[config.mk]
export PLATFORM = sky130hd
export DESIGN_NAME = axi_wr2ram_bridge
export DESIGN_NICKNAME = d
export VERILOG_FILES = /design/src/rtl/axi_wr2ram_bridge.sv
export SDC_FILE = /design/constraint.sdc
export NUM_CORES = 1
export LEC_CHECK = 0
export CAP_MARGIN = 30
export CORE_AREA = 8 8 244 129
export DETAILED_ROUTE_END_ITERATION = 8
export DIE_AREA = 0 0 252 137
export GPL_ROUTABILITY_DRIVEN = 1
export PLACE_DENSITY_LB_ADDON = 0.15
export SYNTH_ARGS = -nofsm -noshare
export SYNTH_HDL_FRONTEND = slang
export SYNTH_SLANG_ARGS = --single-unit
[constraint.sdc]
create_clock -name clk -period 4 [get_ports clk]
set_input_delay 1 -clock clk [delete_from_list [all_inputs] [get_ports clk]]
set_output_delay 1 -clock clk [all_outputs]
set_load 0.02 [all_outputs]
[src/rtl/axi_wr2ram_bridge.sv]
// AXI write slave bridged onto a single-port RAM write port.
// AW requests are queued; one burst is serviced at a time, with FIXED/INCR
// addressing, narrow-transfer lane masking and a per-beat range check.
// Each burst's response (OKAY/SLVERR) goes into a small B queue.
module axi_wr2ram_bridge #(
    parameter int AXI_AWIDTH  = 32,
    parameter int AXI_DWIDTH  = 32,
    parameter int AXI_IDWIDTH = 3,
    parameter int AXI_LWIDTH  = 8,
    parameter int RAM_AWIDTH  = 10,
    parameter int AW_DEPTH    = 4,
    parameter int B_DEPTH     = 4
) (
    input  logic                     clk,
    input  logic                     rst,
    input  logic [AXI_IDWIDTH-1:0]   axi_aw_id,
    input  logic [AXI_AWIDTH-1:0]    axi_aw_addr,
    input  logic [AXI_LWIDTH-1:0]    axi_aw_len,
    input  logic [2:0]               axi_aw_size,
    input  logic [1:0]               axi_aw_burst,
    input  logic                     axi_aw_valid,
    output logic                     axi_aw_ready,
    input  logic [AXI_DWIDTH-1:0]    axi_w_data,
    input  logic [AXI_DWIDTH/8-1:0]  axi_w_strb,
    input  logic                     axi_w_last,
    input  logic                     axi_w_valid,
    output logic                     axi_w_ready,
    output logic [AXI_IDWIDTH-1:0]   axi_b_id,
    output logic [1:0]               axi_b_resp,
    output logic                     axi_b_valid,
    input  logic                     axi_b_ready,
    output logic                     ram_wr_en,
    output logic [RAM_AWIDTH-1:0]    ram_wr_addr,
    output logic [AXI_DWIDTH-1:0]    ram_wr_data,
    output logic [AXI_DWIDTH/8-1:0]  ram_wr_be
);

    localparam int NB     = AXI_DWIDTH / 8;
    localparam int LOG2NB = $clog2(NB);
    localparam int AW_PW  = $clog2(AW_DEPTH);
    localparam int B_PW   = $clog2(B_DEPTH);
    localparam int AW_EW  = AXI_IDWIDTH + AXI_AWIDTH + AXI_LWIDTH + 5;
    localparam int B_EW   = AXI_IDWIDTH + 2;

    typedef enum logic [0:0] {IDLE, BURST} state_t;

    state_t state, next_state;

    logic [AW_EW-1:0]       aw_mem [AW_DEPTH];
    logic [AW_PW:0]         aw_wr_ptr, aw_rd_ptr;
    logic                   aw_full, aw_empty, aw_push, aw_pop;
    logic [AXI_IDWIDTH-1:0] h_id;
    logic [AXI_AWIDTH-1:0]  h_addr;
    logic [AXI_LWIDTH-1:0]  h_len;
    logic [2:0]             h_size;
    logic [1:0]             h_burst;

    logic [B_EW-1:0]        b_mem [B_DEPTH];
    logic [B_PW:0]          b_wr_ptr, b_rd_ptr;
    logic                   b_full, b_empty, b_push, b_pop;
    logic [AXI_IDWIDTH-1:0] b_head_id;
    logic [1:0]             b_head_resp;

    logic [AXI_IDWIDTH-1:0] cur_id;
    logic [AXI_AWIDTH-1:0]  cur_addr;
    logic [AXI_LWIDTH-1:0]  cur_len;
    logic [2:0]             cur_size;
    logic                   cur_fixed;
    logic                   err;
    logic [AXI_LWIDTH:0]    beat_cnt;

    logic                   w_hs, beat_last, in_range, do_write, err_next;
    logic [NB-1:0]          lane_mask;
    logic [AXI_AWIDTH-1:0]  step, incr_addr;

    // AW queue: ready whenever there is room for another request
    assign aw_full      = (aw_wr_ptr[AW_PW] != aw_rd_ptr[AW_PW]) &&
                          (aw_wr_ptr[AW_PW-1:0] == aw_rd_ptr[AW_PW-1:0]);
    assign aw_empty     = (aw_wr_ptr == aw_rd_ptr);
    assign axi_aw_ready = !aw_full;
    assign aw_push      = axi_aw_valid && axi_aw_ready;
    assign {h_id, h_addr, h_len, h_size, h_burst} = aw_mem[aw_rd_ptr[AW_PW-1:0]];

    // AW queue storage, written on each accepted request
    always_ff @(posedge clk) begin
        if (aw_push) begin
            aw_mem[aw_wr_ptr[AW_PW-1:0]] <= {axi_aw_id, axi_aw_addr, axi_aw_len, axi_aw_size, axi_aw_burst};
        end
    end

    // AW queue pointers
    always_ff @(posedge clk) begin
        if (rst) begin
            aw_wr_ptr <= '0;
            aw_rd_ptr <= '0;
        end else begin
            if (aw_push) aw_wr_ptr <= aw_wr_ptr + (AW_PW+1)'(1);
            if (aw_pop)  aw_rd_ptr <= aw_rd_ptr + (AW_PW+1)'(1);
        end
    end

    // B queue: head is presented while non-empty, outputs forced to zero when empty
    assign b_full      = (b_wr_ptr[B_PW] != b_rd_ptr[B_PW]) &&
                         (b_wr_ptr[B_PW-1:0] == b_rd_ptr[B_PW-1:0]);
    assign b_empty     = (b_wr_ptr == b_rd_ptr);
    assign axi_b_valid = !b_empty;
    assign b_pop       = axi_b_valid && axi_b_ready;
    assign {b_head_id, b_head_resp} = b_mem[b_rd_ptr[B_PW-1:0]];
    assign axi_b_id    = b_empty ? '0 : b_head_id;
    assign axi_b_resp  = b_empty ? 2'b00 : b_head_resp;

    // B queue storage, written when a burst's final beat is accepted
    always_ff @(posedge clk) begin
        if (b_push) begin
            b_mem[b_wr_ptr[B_PW-1:0]] <= {cur_id, err_next ? 2'b10 : 2'b00};
        end
    end

    // B queue pointers
    always_ff @(posedge clk) begin
        if (rst) begin
            b_wr_ptr <= '0;
            b_rd_ptr <= '0;
        end else begin
            if (b_push) b_wr_ptr <= b_wr_ptr + (B_PW+1)'(1);
            if (b_pop)  b_rd_ptr <= b_rd_ptr + (B_PW+1)'(1);
        end
    end

    // Per-beat decode: handshake, last-beat detect, range check and error update
    assign w_hs      = axi_w_valid && axi_w_ready;
    assign beat_last = (beat_cnt == {1'b0, cur_len});
    assign in_range  = (cur_addr[AXI_AWIDTH-1:RAM_AWIDTH+LOG2NB] == '0);
    assign do_write  = w_hs && in_range && !err;
    assign err_next  = err || !in_range || (axi_w_last != beat_last);

    // INCR step: align to transfer size, then advance by one transfer
    assign step      = AXI_AWIDTH'(1) << cur_size;
    assign incr_addr = (cur_addr & ~(step - AXI_AWIDTH'(1))) + step;

    // Lane mask: lanes sharing the size-aligned group that contains the address
    always_comb begin
        lane_mask = '0;
        for (int i = 0; i < NB; i++) begin
            lane_mask[i] = (((LOG2NB'(i) ^ cur_addr[LOG2NB-1:0]) >> cur_size) == '0);
        end
    end

    // FSM state register
    always_ff @(posedge clk) begin
        if (rst) state <= IDLE;
        else     state <= next_state;
    end

    // FSM next state: start a burst only when a B slot is guaranteed
    always_comb begin
        next_state  = state;
        aw_pop      = 1'b0;
        axi_w_ready = 1'b0;
        b_push      = 1'b0;
        case (state)
            IDLE: begin
                if (!aw_empty && !b_full) begin
                    aw_pop     = 1'b1;
                    next_state = BURST;
                end
            end
            BURST: begin
                axi_w_ready = 1'b1;
                if (axi_w_valid && beat_last) begin
                    b_push     = 1'b1;
                    next_state = IDLE;
                end
            end
            default: next_state = IDLE;
        endcase
    end

    // Burst context: loaded on AW pop, advanced on every accepted beat
    always_ff @(posedge clk) begin
        if (rst) begin
            cur_id    <= '0;
            cur_addr  <= '0;
            cur_len   <= '0;
            cur_size  <= '0;
            cur_fixed <= 1'b0;
            err       <= 1'b0;
            beat_cnt  <= '0;
        end else if (aw_pop) begin
            cur_id    <= h_id;
            cur_addr  <= h_addr;
            cur_len   <= h_len;
            cur_size  <= h_size;
            cur_fixed <= (h_burst == 2'b00);
            err       <= h_burst[1] || (h_size > 3'(LOG2NB));
            beat_cnt  <= '0;
        end else if (w_hs) begin
            err      <= err_next;
            beat_cnt <= beat_cnt + (AXI_LWIDTH+1)'(1);
            if (!cur_fixed) cur_addr <= incr_addr;
        end
    end

    // RAM write port, registered one cycle after the accepted beat
    always_ff @(posedge clk) begin
        if (rst) begin
            ram_wr_en   <= 1'b0;
            ram_wr_addr <= '0;
            ram_wr_data <= '0;
            ram_wr_be   <= '0;
        end else begin
            ram_wr_en <= do_write;
            if (do_write) begin
                ram_wr_addr <= cur_addr[RAM_AWIDTH+LOG2NB-1:LOG2NB];
                ram_wr_data <= axi_w_data;
                ram_wr_be   <= axi_w_strb & lane_mask;
            end
        end
    end

endmodule
Word level (Yosys, flattened, before mapping)
Memories as Yosys holds them, arrays and structs flattened. A register that Yosys moved wholly into a read port is not among the register bits.
Cells that the tools add are included.
{ "word_totals": {"reg_bits": 117, "elab_cells": 97, "output_inout_bits": 55, "ram_bits": 212, "in_bits": 90, "memories": 2} }
{ "classes": {"n_lt_le_gt_ge": 1, "n_shift": 5, "bitwise_logic": 7, "addsub": 7, "reduce_logical": 27, "n_eq_ne": 9, "n_mux": 23} }
{ "mem_list": {"columns": ["name", "depth", "width", "read_ports", "rd_clocked_by_memory_dff", "wr", "line_no", "source"], "rows": [
  ["aw_mem", 4, 48, 1, 1, 1, "49", "logic [AW_EW-1:0] aw_mem [AW_DEPTH];"],
  ["b_mem", 4, 5, 1, 1, 1, "58", "logic [B_EW-1:0] b_mem [B_DEPTH];"]
]} }
{ "ops": {"columns": ["op", "n"], "rows": [
  ["$mux 32", 3],
  ["$add 32x32->32", 1],
  ["$and 32x32->32", 1],
  ["$not 32->32", 1],
  ["$shl 1x3->32 const A", 1],
  ["$sub 32x1->32 const B", 1],
  ["$logic_not 20->1", 1],
  ["$add 3x1->3 const B", 4],
  ["$mux 1", 12],
  ["$mux 2", 6],
  ["$shr 2x3->2", 4],
  ["$logic_not 2->1", 5],
  ["$add 9x1->9 const B", 1],
  ["$eq 9x8->1", 1],
  ["$logic_and 1x1->1", 9],
  ["$eq 3x3->1", 2],
  ["$logic_not 1->1", 6],
  ["$and 4x4->4", 1],
  ["$eq 2x2->1", 2],
  ["$gt 3x2->1 const B", 1],
  ["$logic_or 1x1->1", 3],
  ["$mux 3", 1],
  ["$ne 1x1->1", 3],
  ["$not 1->1", 3],
  ["6 further kinds", 6]
]} }

Logic depth before layout (Yosys ltp)
Gate-level depths: netlist of the first run.
{ "logic_depth": {"word_depth": 8, "ltp_mapped": 13, "ltp_nobuf": 10} }

Least setup slack after synthesis of the first run
OpenSTA, ideal clock, no wires.
{ "synth_timing": {"kind": "register to register", "from": "reg cur_size[0]", "to": "reg cur_addr[30]", "slack_ns": 0.634, "path_buffers": 2, "t_arrival_ns": 3.292, "path_stages_with_launch": 12, "t_required_ns": 3.926, "period_less_slack_ns": 3.366, "cell_sequence": "dfxtp_1 -> buf_2 -> clkbuf_1 -> or3b_2 -> ha_1 -> and2b_1 -> a21o_1 -> a32oi_1 -> o41ai_2 -> a31oi_2 -> or4_1 -> a31oi_1"} }
{ "synth_via": {"elab_chain_cells": 8} }
{ "synth_lines": {"columns": ["element", "line_no", "source"], "rows": [
  ["start, declared", "67", "logic [2:0] cur_size;"],
  ["start signal, assigned", "193", "cur_size <= h_size;"],
  ["$shl 1x3->32 (*)", "138", "assign step = AXI_AWIDTH'(1) << cur_size;"],
  ["$sub 32x1->32", "139", "assign incr_addr = (cur_addr & ~(step - AXI_AWIDTH'(1))) + step;"],
  ["$not 32->32", "139", null],
  ["$and 32x32->32", "139", null],
  ["$add 32x32->32 (*)", "139", null],
  ["$mux 32 (*)", "200", "if (!cur_fixed) cur_addr <= incr_addr;"],
  ["$mux 32 (*)", "197", "end else if (w_hs) begin"],
  ["$mux 32 (*)", "189", "end else if (aw_pop) begin"],
  ["end signal, assigned", "191", "cur_addr <= h_addr;"],
  ["end signal, assigned", "200", null],
  ["end, declared", "65", "logic [AXI_AWIDTH-1:0] cur_addr;"]
]} }
Every way passes the cells marked *; elsewhere a longest branch is shown, timed or not. The select of a mux whose other input is x is not followed.
A chain may end at the register's enable or synchronous reset.

Worst setup path in the final report of the first run
{ "layout_timing": {"from": "reg cur_size[0]", "to": "reg cur_addr[19]"} }
Same word-level chain as after synthesis.

==> reports/summary.txt, run 1 <==
Final TNS setup: 0 ns
Cell area after synthesis: 13780 µm²
Number of global-route vias before repair: 9050
Gate Count Post-Synth: 1090
Port Buffers: 143
Ant. Diodes: 0
Mean post-synth cell area: 12.65 µm²
Max frequency: 266.3 MHz
CP Cell Sequence: or3b_2 > ha_1 > or3b_1 > and4_1 > buf_4 > nand2_1 > or4_1 > a311oi_1
Final hold vios: 0
Req. time, crit path: 4.47 ns
Most common cell after layout, fill and taps aside: edfxtp_1
I/O pin cnt: 145
Slew Limit Fails: 0
Final Util: 59.58%
Relative slew slack: 45.47%
Hold Path Class: reg2reg
Bufs on Longest Clock Path: 3
Placed insts: 1585
Critical path startpoint category: register
Period minus WS final: 3.755 ns
Post-DP HPWL: 23400 µm
Clock Skews: 0.01578 ns
Initial antenna violation count: 0
Layout cells sized above 1: 12.16%
Crit end category: register
RePlAce Congestion: 0.9383
Standard-cell rows: 44
Sequential area share after synthesis: 62.89%
Least-Margin Pin Slew: 0.8131 ns
Crit path max-delay cell type: or4_1
Area Overhead vs Synth: 21.84%
RSZ-0062 raised after global routing: false
TritonCTS clock tree: yes
CP arrival: 4.22 ns
Syn_nets: 1196
Status: completed
CTS Buf Count: 30
Critical path class: reg2reg
Core area: 28190 µm²
Reg clk slew, reported paths: 0.07 ns
Vias per cell: 5.650
Main synth FF type: edfxtp_1
CP top delay family: simple AND/OR/NAND/NOR gates
Crit-path max FO: 17
Max incr delay on CP: 0.63 ns
Lkg Pwr: 5.591 nW
Nets: 1332
Flops & latches, synth: 329
Max Cap Viol: 0
Worst VDD drop: 0.4253 mV
Final WL: 34580 µm
Hold WS: 0.4531 ns
H-tree depth: 1
Fillers: 2250
Worst Path Buf+Inv: 1
First-pass GRT wire length: 53560 µm
Die area: 34520 µm²
Synth Warn #: 0
EDFF count, synth: 208
Largest net degree at the start of global routing: 49
Overall power: 10.33 mW
Gr ovfl total: 0
Post-synthesis cell type count: 72
Clock Tree Root: clkbuf_16
Cts hold-fix bufs: 0
Ys async rst share: 0%
Commonest non-fill, non-tap cells in the layout: edfxtp_1 (208), nand2_1 (164), clkdlybuf4s50_1 (142)
Avg WL per Cell: 21.07 µm
Die Height: 137 µm
Die width: 252 µm
# DRC: 0
Tcrit/Tclk final: 93.87%
DR iter-0 viols: 878
Sink Count: 329
Final setup violation count: 0
DRT antenna net count: 0
Initial Util: 48.90%
TritonRoute pass-1 iters: 5
PwrDens: 614.9 nW/µm²
Vias: 9272
GRT Total Usage: 19.80%
Fin cells: 1641
Worst-skew pair later-pin latency: 0.57 ns
[worst min-delay path: stages, from the launching register on]
cell     delay, ns
dfxtp_1       0.31
nand2_1       0.05
a21oi_1       0.05
[worst paths after layout]
path                          startpoint                          end  slack, ns  cells after the start
min          ram_wr_data[9]$_SDFFE_PP0P_  ram_wr_data[9]$_SDFFE_PP0P_       0.45                      2
max             cur_size[0]$_SDFFE_PP0P_    cur_addr[19]$_SDFFE_PP0P_       0.25                      8
min reg2reg  ram_wr_data[9]$_SDFFE_PP0P_  ram_wr_data[9]$_SDFFE_PP0P_       0.45                      2
max reg2reg     cur_size[0]$_SDFFE_PP0P_    cur_addr[19]$_SDFFE_PP0P_       0.25                      8
[state kept, by name (all words and copies together), names as in the netlist, named ones only]
name         count
beat_cnt         9
cur_addr        32
cur_id           3
ram_wr_addr     10
err              1
cur_size         3
ram_wr_en        1
ram_wr_data     32
b_mem           16
aw_mem         192
b_rd_ptr         3
cur_fixed        1
ram_wr_be        4
b_wr_ptr         3
aw_rd_ptr        3
aw_wr_ptr        3
cur_len          8
state            1
[per-stage QoR]
step                area [µm²]  worst slack (ns)
finish                   16790            0.2453
CTS                      16780            0.2071
floorplan                13780            0.6342
detailed placement       15700            0.2672
global route             16790           0.03098
global placement         15700            0.3903
[kinds of logic after synthesis]
| group | synth area share, % |
|---|---|
| AOI/OAI and AO/OA | 7.934 |
| xor gates and xnor gates | 2.415 |
| adders and majority gates | 1.452 |
| buffers and inverters | 2.333 |
| DFF | 62.89 |
| muxes | 9.368 |
| other | 0.02721 |
| and+or+nand+nor | 13.58 |
[timing repair]
item / in CTS / in global routing
setup endpoints to repair: 0 / 1
setup buffers: 0 / 0
gates resized for setup: 0 / 1
[per-layer routing]
layer | vias up | wire length (µm) | GRT usage (%)
li1 | 4325 | - | -
met2 | 339 | 14730 | 28.92
met3 | 43 | 2646 | 4.019
met1 | 4563 | 16570 | 30.29
met4 | 2 | 514 | 3.296
met5 | - | 120 | 2.140
[power breakdown]
| part | switching (mW) | internal, mW |
|---|---|---|
| logic | 1.62 | 1.13 |
| clock network | 1.26 | 1.89 |
| registers | 0.434 | 3.99 |
| total | 3.32 | 7.01 |
[Yosys cell counts (3+ instances only)]
cell      number  area (µm²)
o22ai_1        3       18.77
dfxtp_1      121        2422
clkbuf_1      41       153.9
nor2b_1        6       37.54
xnor2_1       17       148.9
buf_2         14       70.07
or4_1         11       82.58
buf_1         10       37.54
ha_1          16       200.2
o21bai_1       3       22.52
a21o_1         3       22.52
a31oi_1        5       31.28
nor2_1        71       266.5
o31ai_1        6       45.04
nor3b_1        3       22.52
nand4_1       12       75.07
xor2_1        21       183.9
nor3_1        20       100.1
inv_1         11       41.29
and3_1        12       75.07
a311oi_1       9       78.83
nand2b_1       5       31.28
o21ai_1        3       15.01
nor4_1         6       37.54
a211oi_1      10       75.07
a21oi_1       89       445.4
nand2_1      164       615.6
o21ai_0       18       90.09
o21a_1         3       22.52
o211ai_1       4       30.03
and4_1         3       26.28
mux4_2        52        1171
edfxtp_1     208        6246
mux2i_1       12       120.1
and2_1        14       87.58
nand3_1       28       140.1
or3_1         12       75.07
[final cells by class]
cell class              instances  area [µm²]  area share, %
inverters                      11       41.29         0.2459
well taps                     391       489.2          2.913
multi-input cells             683        4813          28.66
flip-flops and latches        329        8673          51.65
repair buffers                171        1689          10.06
clock buffers                  38       812.0          4.835
clock inverters                18       275.3          1.639
Note: power is estimated with default switching activity, not from simulation.
==> run 2: changes to the inputs <==
ABC_AREA = 1   (was default)
CORE_AREA = 8 8 297 155   (was 8 8 244 129)
DIE_AREA = 0 0 305 163   (was 0 0 252 137)
==> run 2 against run 1 <==
Against the previous run: cell count increased by 38%; area after synthesis increased by 5.3%; synthesized cell count up 44%; critical endpoint is now axi_b_resp[1]; largest power group unchanged; sequential share of layout area fell by 2.6 points; clock power rose by 2%; sequential power is 2% lower; via count grew 18%; largest cell class unchanged; worst setup slack better by 0.46 ns; power grew 9.5%.
==> reports/summary.txt, run 2 <==
Max frequency: 303.1 MHz
Critical path class: reg2out
Final setup violation count: 0
Top cells by area, synth: edfxtp_1 (43%), dfxtp_1 (17%), nand2_1 (6.8%)
Footprint of the multi-input gates: 4974 µm²
Max Cap Viol: 0
Lkg Pwr: 6.816 nW
Final hold vios: 0
Bufs on Longest Clock Path: 3
Largest net degree at the start of global routing: 65
Ys async rst share: 0%
Worst Path Buf+Inv: 3
Port Buffers: 143
Sink Count: 329
Final TNS setup: 0 ns
Die Height: 163 µm
I/O pin cnt: 145
Crit path max-delay cell type: clkdlybuf4s50_1
DRT antenna net count: 0
Max incr delay on CP: 0.60 ns
Reg2Reg Depth: 16
Area Overhead vs Synth: 21.85%
Worst VDD drop: 0.3140 mV
# DRC: 0
Top-count cell post-synth: nand2_1
First-pass GRT wire length: 61000 µm
Most frequent cells after synthesis: nand2_1 (264), edfxtp_1 (208), nor2_1 (208)
Slew Limit Fails: 0
GRT Total Usage: 15.38%
Final WL: 39350 µm
RSZ-0062 raised after global routing: false
EDFF count, synth: 208
CP arrival: 2.30 ns
Die width: 305 µm
Beginning of the worst hold path: cur_addr[8]$_SDFFE_PP0P_
Hold path endpoint: ram_wr_addr[6]$_SDFFE_PP0P_
RePlAce Congestion: 0.8330
CP top delay family: buffers and inverters
Number of global-route vias before repair: 10346
Least-Margin Pin Slew: 0.8699 ns
Post-DP HPWL: 25990 µm
Flops & latches, synth: 329
Cts hold-fix bufs: 0
Status: completed
Synth Warn #: 0
Crit-path most repeated cell: inv_1
Req. time, crit path: 3.00 ns
Standard-cell rows: 53
Register area: 8672 µm²
Worst flop-to-flop path startpoint: cur_size[2]$_SDFFE_PP0P_
CTS Buf Count: 34
Hold Path Class: reg2reg
Post-synthesis cell type count: 46
Vias per cell: 4.838
Overall power: 11.31 mW
PwrDens: 639.3 nW/µm²
Crit-path max FO: 9
Syn_nets: 1679
Initial Util: 34.91%
Avg WL per Cell: 17.33 µm
Core area: 41580 µm²
Critical path startpoint category: register
Post-CTS sizing: 0
Relative slew slack: 41.92%
Vias: 10983
Min-Delay Path Depth: 2
Clock Skews: 0.03048 ns
Layout cells sized above 1: 7.330%
Period minus WS final: 3.299 ns
Mean post-synth cell area: 9.228 µm²
Fillers: 4081
Gr ovfl total: 0
Tcrit/Tclk final: 82.48%
DR iter-0 viols: 821
TritonRoute pass-1 iters: 5
R2R Setup Slk: 0.97 ns
H-tree depth: 2
Main synth FF type: edfxtp_1
Max reg flops: 192
Share of the synthesized area in the top cell type: 43.03%
Reg clk slew, reported paths: 0.06 ns
Initial antenna violation count: 0
Gate Count Post-Synth: 1573
Crit end category: primary output
Post-CTS setup buffers: 0
Commonest non-fill, non-tap cells in the layout: nand2_1 (264), edfxtp_1 (208), nor2_1 (204)
Cell area after synthesis: 14520 µm²
Clock Tree Root: clkbuf_16
TritonCTS clock tree: yes
R2R Path End: cur_addr[28]$_SDFFE_PP0P_
CP Cell Sequence: inv_1 > nor2_1 > o32ai_1 > nand2_1 > inv_1 > clkdlybuf4s50_1
Most common cell after layout, fill and taps aside: nand2_1
Synth area leader: edfxtp_1
Worst-skew pair later-pin latency: 0.54 ns
Sequential area share after synthesis: 59.72%
Nets: 1800
Die area: 49720 µm²
## run 2: cell families after synthesis
kind of cell,Yosys count,synth area share (%)
DFF,329,59.72
AOI/OAI and AO/OA,329,11.94
other,1,0.02584
xor gates and xnor gates,20,1.207
buffers and inverters,230,6.258
and+or+nand+nor,648,19.47
adders and majority gates,16,1.379
## run 2: how the worst max path moves through the flow
stage                                      endpoint  slack [ns]  cells past startpoint
after floorplan           aw_wr_ptr[2]$_SDFFE_PP0P_        0.31                      4
after global placement    cur_addr[24]$_SDFFE_PP0P_        0.67                      8
after detailed placement  cur_addr[21]$_SDFFE_PP0P_        0.58                      8
after CTS                               axi_b_id[0]        0.65                      6
after global routing                    axi_b_id[0]        0.53                      6
final                                 axi_b_resp[1]        0.70                      6
## run 2: routing by layer
metal	track usage [%]	routed length (µm)	share of wire (%)
met1	22.86	20280	52
met2	23.25	16790	43
met3	2.894	1744	4.4
met4	2.944	529	1.3
met5	0	0	0
## run 2: worst min-delay path, stage by stage (launching register included)
cell and delay [ns]:
dfxtp_1 0.32, inv_1 0.05, a21oi_1 0.05
## run 2: per-stage QoR
stage               utilization, %  hold WS [ns]  worst slack (ns)  instances  area, µm²
floorplan                        -        0.4337            0.3135       1573      14520
global placement             39.83        0.4505            0.6743       2208      16560
detailed placement           39.83        0.4545            0.5780       2208      16560
CTS                          42.53        0.4631            0.6460       2269      17680
global route                 42.53        0.4865            0.5275       2269      17680
finish                       42.54        0.4584            0.7006       2270      17690
## run 2: area by class of cell
type	instances	area share [%]
tap	550	3.891
multi-input combinational	1014	28.12
clock inverter	14	1.040
inverter	156	3.325
timing repair buffer	159	9.267
clock buffer	47	5.313
antenna	1	0.01415
sequential	329	49.03
## run 2: power breakdown
group / internal, mW / switching [mW] / total, mW
sequential: 3.98 / 0.338 / 4.32
combinational: 1.14 / 2.63 / 3.77
clock: 1.86 / 1.35 / 3.22
total: 6.98 / 4.32 / 11.3
